## config.mk

```make
export PLATFORM = sky130hd
export DESIGN_NAME = ipe_viol_ctrl
export DESIGN_NICKNAME = d
export VERILOG_FILES = /design/src/rtl/ipe_viol_ctrl.sv
export SDC_FILE = /design/constraint.sdc
export NUM_CORES = 1
export LEC_CHECK = 0
export ABC_AREA = 1
export ABC_CLOCK_PERIOD_IN_PS = 2740
export BUFFER_PORTS_ARGS = -buffer_cell sky130_fd_sc_hd__buf_2
export CAP_MARGIN = 20
export CORE_MARGIN = 2
export CORE_UTILIZATION = 54
export CTS_CLUSTER_DIAMETER = 150
export DETAILED_ROUTE_END_ITERATION = 10
export GPL_TIMING_DRIVEN = 0
export PLACE_DENSITY_LB_ADDON = 0.25
export SLEW_MARGIN = 20
export SYNTH_ARGS = -nofsm -noshare
export SYNTH_HDL_FRONTEND = slang
export SYNTH_SLANG_ARGS = --single-unit
```

## constraint.sdc

```tcl
create_clock -name mclk -period 2.74 [get_ports mclk]
set_input_delay 0.137 -clock mclk [delete_from_list [all_inputs] [get_ports mclk]]
set_output_delay 0.137 -clock mclk [all_outputs]
set_load 0.1 [all_outputs]
```

## src/rtl/ipe_viol_ctrl.sv

```systemverilog
// IPE/bootcode violation collector: sticky flags, first-fault address, saturating
// event counter and NMI/PUC request sequencing behind a 4-word register window.
module ipe_viol_ctrl #(
   parameter logic [14:0]       BASE_ADDR   = 15'h05B0,
   parameter int                DEC_WD      = 3,
   parameter logic [DEC_WD-1:0] STAT_OFFSET = 'h0,
   parameter logic [DEC_WD-1:0] ADDR_OFFSET = 'h2,
   parameter logic [DEC_WD-1:0] CNT_OFFSET  = 'h4,
   parameter logic [DEC_WD-1:0] CTL_OFFSET  = 'h6
) (
   input  logic        mclk,
   input  logic        puc_rst,
   input  logic [13:0] per_addr,
   input  logic [15:0] per_din,
   input  logic        per_en,
   input  logic [1:0]  per_we,
   output logic [15:0] per_dout,
   input  logic        ipe_fe_violation,
   input  logic        ipe_eu_violation,
   input  logic        ipe_dma_violation,
   input  logic        ipe_dbg_mem_violation,
   input  logic        bootcode_fe_violation,
   input  logic        bootcode_eu_violation,
   input  logic        bootcode_dma_violation,
   input  logic        bootcode_dbg_violation,
   input  logic [15:0] fe_pc_nxt,
   input  logic [15:0] eu_mab,
   input  logic [15:0] dma_addr,
   input  logic [15:0] dbg_mem_addr,
   input  logic        nmi_acc,
   output logic        viol_nmi_req,
   output logic        viol_puc_req,
   output logic        viol_pending
);

   typedef enum logic [1:0] {IDLE, PEND, ACK, PUC} state_t;
   state_t state_reg, state_next;

   logic [8:0]        stat_reg, stat_next;
   logic [15:0]       addr_reg, addr_next;
   logic [15:0]       cnt_reg, cnt_next;
   logic              nmi_en_reg, puc_en_reg, lock_reg;
   logic              viol_any_dly_reg;

   logic              reg_sel, reg_wr, reg_rd;
   logic [DEC_WD-1:0] reg_off;
   logic              wr_stat, wr_cnt, wr_ctl;
   logic [7:0]        viol_vec;
   logic              viol_any;
   logic              unused_din;

   assign reg_sel = per_en & (per_addr[13:DEC_WD-1] == BASE_ADDR[14:DEC_WD]);
   assign reg_off = {per_addr[DEC_WD-2:0], 1'b0};
   assign reg_wr  = reg_sel & (|per_we);
   assign reg_rd  = reg_sel & ~(|per_we);
   assign wr_stat = reg_wr & (reg_off == STAT_OFFSET);
   assign wr_cnt  = reg_wr & (reg_off == CNT_OFFSET);
   assign wr_ctl  = reg_wr & (reg_off == CTL_OFFSET);
   assign unused_din = &{1'b0, per_din[15:9]};

   assign viol_vec = {bootcode_dbg_violation, bootcode_dma_violation,
                      bootcode_eu_violation,  bootcode_fe_violation,
                      ipe_dbg_mem_violation,  ipe_dma_violation,
                      ipe_eu_violation,       ipe_fe_violation};
   assign viol_any = |viol_vec;

   // A new strobe always beats a simultaneous write-1-to-clear of the same flag
   genvar gi;
   generate
      for (gi = 0; gi < 8; gi++) begin : g_flag
         assign stat_next[gi] = viol_vec[gi] | (stat_reg[gi] & ~(wr_stat & per_din[gi]));
      end
   endgenerate
   assign stat_next[8] = (viol_any & (|stat_reg[7:0])) |
                         (stat_reg[8] & ~(wr_stat & per_din[8]));

   always_comb begin
      addr_next = addr_reg;
      if (viol_any && (stat_reg[7:0] == 8'h00)) begin
         if (viol_vec[0] | viol_vec[4])      addr_next = fe_pc_nxt;
         else if (viol_vec[1] | viol_vec[5]) addr_next = eu_mab;
         else if (viol_vec[2] | viol_vec[6]) addr_next = dma_addr;
         else                                addr_next = dbg_mem_addr;
      end
   end

   always_comb begin
      cnt_next = cnt_reg;
      if (wr_cnt)
         cnt_next = 16'h0000;
      else if (viol_any && !viol_any_dly_reg && (cnt_reg != 16'hFFFF))
         cnt_next = cnt_reg + 16'd1;
   end

   always_comb begin
      state_next = state_reg;
      case (state_reg)
         IDLE: begin
            if (viol_any && puc_en_reg)      state_next = PUC;
            else if (viol_any && nmi_en_reg) state_next = PEND;
         end
         PEND:    if (nmi_acc) state_next = ACK;
         ACK:     state_next = viol_any ? PEND : IDLE;
         PUC:     state_next = IDLE;
         default: state_next = IDLE;
      endcase
   end

   always_ff @(posedge mclk or posedge puc_rst) begin
      if (puc_rst) begin
         state_reg        <= IDLE;
         stat_reg         <= '0;
         addr_reg         <= '0;
         cnt_reg          <= '0;
         nmi_en_reg       <= 1'b0;
         puc_en_reg       <= 1'b0;
         lock_reg         <= 1'b0;
         viol_any_dly_reg <= 1'b0;
      end else begin
         state_reg        <= state_next;
         stat_reg         <= stat_next;
         addr_reg         <= addr_next;
         cnt_reg          <= cnt_next;
         viol_any_dly_reg <= viol_any;
         if (wr_ctl && !lock_reg) begin
            nmi_en_reg <= per_din[0];
            puc_en_reg <= per_din[1];
            lock_reg   <= per_din[7];
         end
      end
   end

   assign viol_nmi_req = (state_reg == PEND);
   assign viol_puc_req = (state_reg == PUC);
   assign viol_pending = |stat_reg;

   always_comb begin
      per_dout = 16'h0000;
      if (reg_rd) begin
         case (reg_off)
            STAT_OFFSET: per_dout = {7'd0, stat_reg};
            ADDR_OFFSET: per_dout = addr_reg;
            CNT_OFFSET:  per_dout = cnt_reg;
            CTL_OFFSET:  per_dout = {8'd0, lock_reg, 5'd0, puc_en_reg, nmi_en_reg};
            default:     per_dout = 16'h0000;
         endcase
      end
   end

endmodule

```

==> flow_metrics.py <==
metrics = {
    "drt": {
        "wirelength_mm": 8.89,
        "avgRoutedWirePerCell_um": 12.5,
        "antenna_left": 0,
        "vias": 3755,
        "drt_iter0_markers": 215,
        "drt-vias-per-instance": 5.26,
        "remaining_drc_errors": 0,
        "first_pass_iters": 5,
    },
    "sta": {
        "tns_ns": 0,
        "max_freq_ghz": 0.504,
        "hold_viol_final": 0,
        "fin_crit_ns": 1.98,
        "finalSetupViolations": 0,
        "rsz0062_at_grt": "no",
        "finalClockSkew_ns": 0.00456,
        "fin_crit_sh_pct": 72.4,
        "tightestPinTransition_ns": 0.503,
        "slew_viol_final": 0,
        "relSlewSlack_pct": 66.7,
        "layout_setup_ws_ns": 0.756,
    },
    "worst_setup_path": {
        "cp_slowest_cell": "buf_2",
        "r2r_start": "cnt_reg[1]$_DFFE_PP0P_",
        "crit_buf_inv": 3,
        "crit_top_cell": "buf_2",
        "r2r_cells": 9,
        "critical_path_class": "in -> out",
        "arrival_ns": 1.85,
        "worstSetupEndpointType": "primary output",
        "worstPathCellList": "buf_2 -> nor3_1 -> nand3_1 -> nor2_1 -> nand2_1 -> buf_2 -> a21oi_1 -> buf_2",
        "cp_data_required_time_ns": 2.60,
        "critPathMaxStageDelay_ns": 0.46,
        "critPathTopFamily": "buffers and inverters",
        "crit_fanout": 10,
        "cp_num_cells": 8,
        "reg2reg_slack_ns": 1.07,
        "crit-reg2reg-capture": "cnt_reg[7]$_DFFE_PP0P_",
        "startpoint_type": "primary input",
    },
    "placed_design": {
        "gp_congestion": 0.928,
        "place_hpwl_mm": 7.15,
        "post-place-ws_ns": 0.783,
        "port_buffers": 119,
    },
    "global_route": {
        "grt_pass1_vias": 3453,
        "grt_pass1_wl_mm": 14.3,
        "antenna_found_initial": 0,
        "gr-total-overflow": 0,
        "grt_max_degree": 30,
        "grt.total_usage_pct": 27.2,
    },
    "floorplan": {
        "dieWidth_um": 82.2,
        "core-area_um2": 5920,
        "start_util_pct": 55.8,
        "fp.dieArea_um2": 6760,
        "io-pin-count": 127,
        "fp-row-count": 28,
        "die_y_um": 82.2,
    },
    "clock_tree": {
        "htreeDepth": 2,
        "cts_tree": "built",
        "cts-root-buf": "clkbuf_8",
        "clkTransAtPathRegs_ns": 0.09,
        "clock_latency_ns": 0.30,
        "numCtsBuffers": 5,
        "cts_buffer_depth": 2,
        "cts_sinks": 47,
        "cts_resized": 0,
    },
    "outcome": {
        "outcome": "finished, final reports clean",
    },
    "synthesis": {
        "syn-cell-area_um2": 3300,
        "postSynthCellCount": 510,
        "yosys.area.top_type": "dfrtp_1",
        "synth_top_area_share_pct": 35.6,
        "synth-seq-cells": 47,
        "avgSynthCellArea_um2": 6.48,
        "synth_cell_types": 27,
        "syn_nets": 619,
        "yosysWarnings": 0,
        "yosys-top-cells-area": "dfrtp_1, nand2_1, inv_1, nor2_1, nand3_1",
        "seq_area_frac_synth_pct": 35.6,
    },
    "final_layout": {
        "final_cell_mix": "nand2_1, buf_2, inv_1",
        "area_delta_synth_final_pct": 24.5,
        "fin_util_pct": 69.4,
        "drive_above_1_share_pct": 27.1,
        "final_common_cell": "nand2_1",
        "nNetsFinal": 747,
        "fillers": 532,
        "antenna_cells": 0,
    },
    "worst_hold_path": {
        "hold_depth": 3,
        "hp-start": "ipe_dbg_mem_violation",
        "hp-class": "in -> reg",
        "min_to": "stat_reg[3]$_DFF_PP0_",
    },
    "job": {
        "cap_violations": 0,
    },
    "power": {
        "power.leakage_uw": 0.00231,
        "ir_worst_vdd_mv": 0.288,
        "power_density_nw_per_um2": 363,
    },
}
-- metal layers --
layer | global-route usage (%) | routed length, um | up-vias
met5 | 0 | 0 | -
met4 | 9.83 | 221 | 0
met3 | 3.59 | 507 | 21
met2 | 50.2 | 4520 | 158
met1 | 32.0 | 3650 | 1677
li1 | - | - | 1899
-- kinds of logic (layout without fill, tap and decap cells) --
family / after synthesis / count (layout) / share of synthesized area, %
adder cells (fa/ha/maj): 1 / 1 / 0.379
flip-flops: 47 / 47 / 35.6
AND/OR/NAND/NOR: 286 / 286 / 37.8
AO/OA/AOI/OAI: 93 / 93 / 15.8
buffers and inverters: 83 / 212 / 10.5
-- how the worst max path moves through the flow --
stage,start,end,slack [ns]
after floorplan,per_addr[13],per_dout[0],0.28
after global placement,per_addr[13],per_dout[1],0.83
after detailed placement,per_addr[13],per_dout[1],0.78
after CTS,per_addr[13],per_dout[1],0.78
after global routing,per_addr[13],per_dout[1],0.67
final,per_addr[13],per_dout[1],0.76
-- cell usage after synthesis (all sizes together) --
cell type / instances
clkinv: 4
nand2: 153
inv: 62
nor2: 80
o211ai: 16
a31oi: 6
o32ai: 1
or2: 1
nand3: 35
dfrtp: 47
buf: 13
nand4: 12
o21ai: 36
nor3: 5
ha: 1
o22ai: 1
o21bai: 1
a21oi: 32
clkbuf: 4
-- report_power, final --
group / switching (uW) / internal (uW)
registers: 24.1 / 729
clock network: 238 / 178
logic: 211 / 114
-- final cells by class --
type	instances	area (um^2)	share of cell area [%]
repair buffers	121	626	15.2
clock inverters	3	20.0	0.487
plain buffers	17	97.6	2.37
multi-input cells	380	1780	43.3
well taps	75	93.8	2.28
clock buffers	5	68.8	1.67
flip-flops and latches	47	1180	28.6
inverters	66	248	6.03
-- per-stage QoR --
stage                     cell area [um^2]  power (uW)  cells  hold slack [ns]
after floorplan                       3300         963    510            0.235
after global placement                3990        1080    704            0.336
after detailed placement              4010        1090    705            0.158
after CTS                             4110        1500    714           0.0237
after global routing                  4110        1570    714           0.0419
final                                 4110        1490    714           0.0235
-- worst register-to-register path, cell delays in order (launching register included) --
cell and delay, ns:
dfrtp_1 0.42, ha_1 0.25, nand3_1 0.15, nor2_2 0.19, nand2_1 0.10, buf_2 0.19
nand3_1 0.11, nand2_1 0.07, inv_1 0.06, nor2_1 0.04
-- what timing repair did --
action	in CTS	in global routing
hold buffers	1	0
buffers inserted	0	0
endpoints found under the hold margin	18	0
Power figures use the tool's default switching activity.
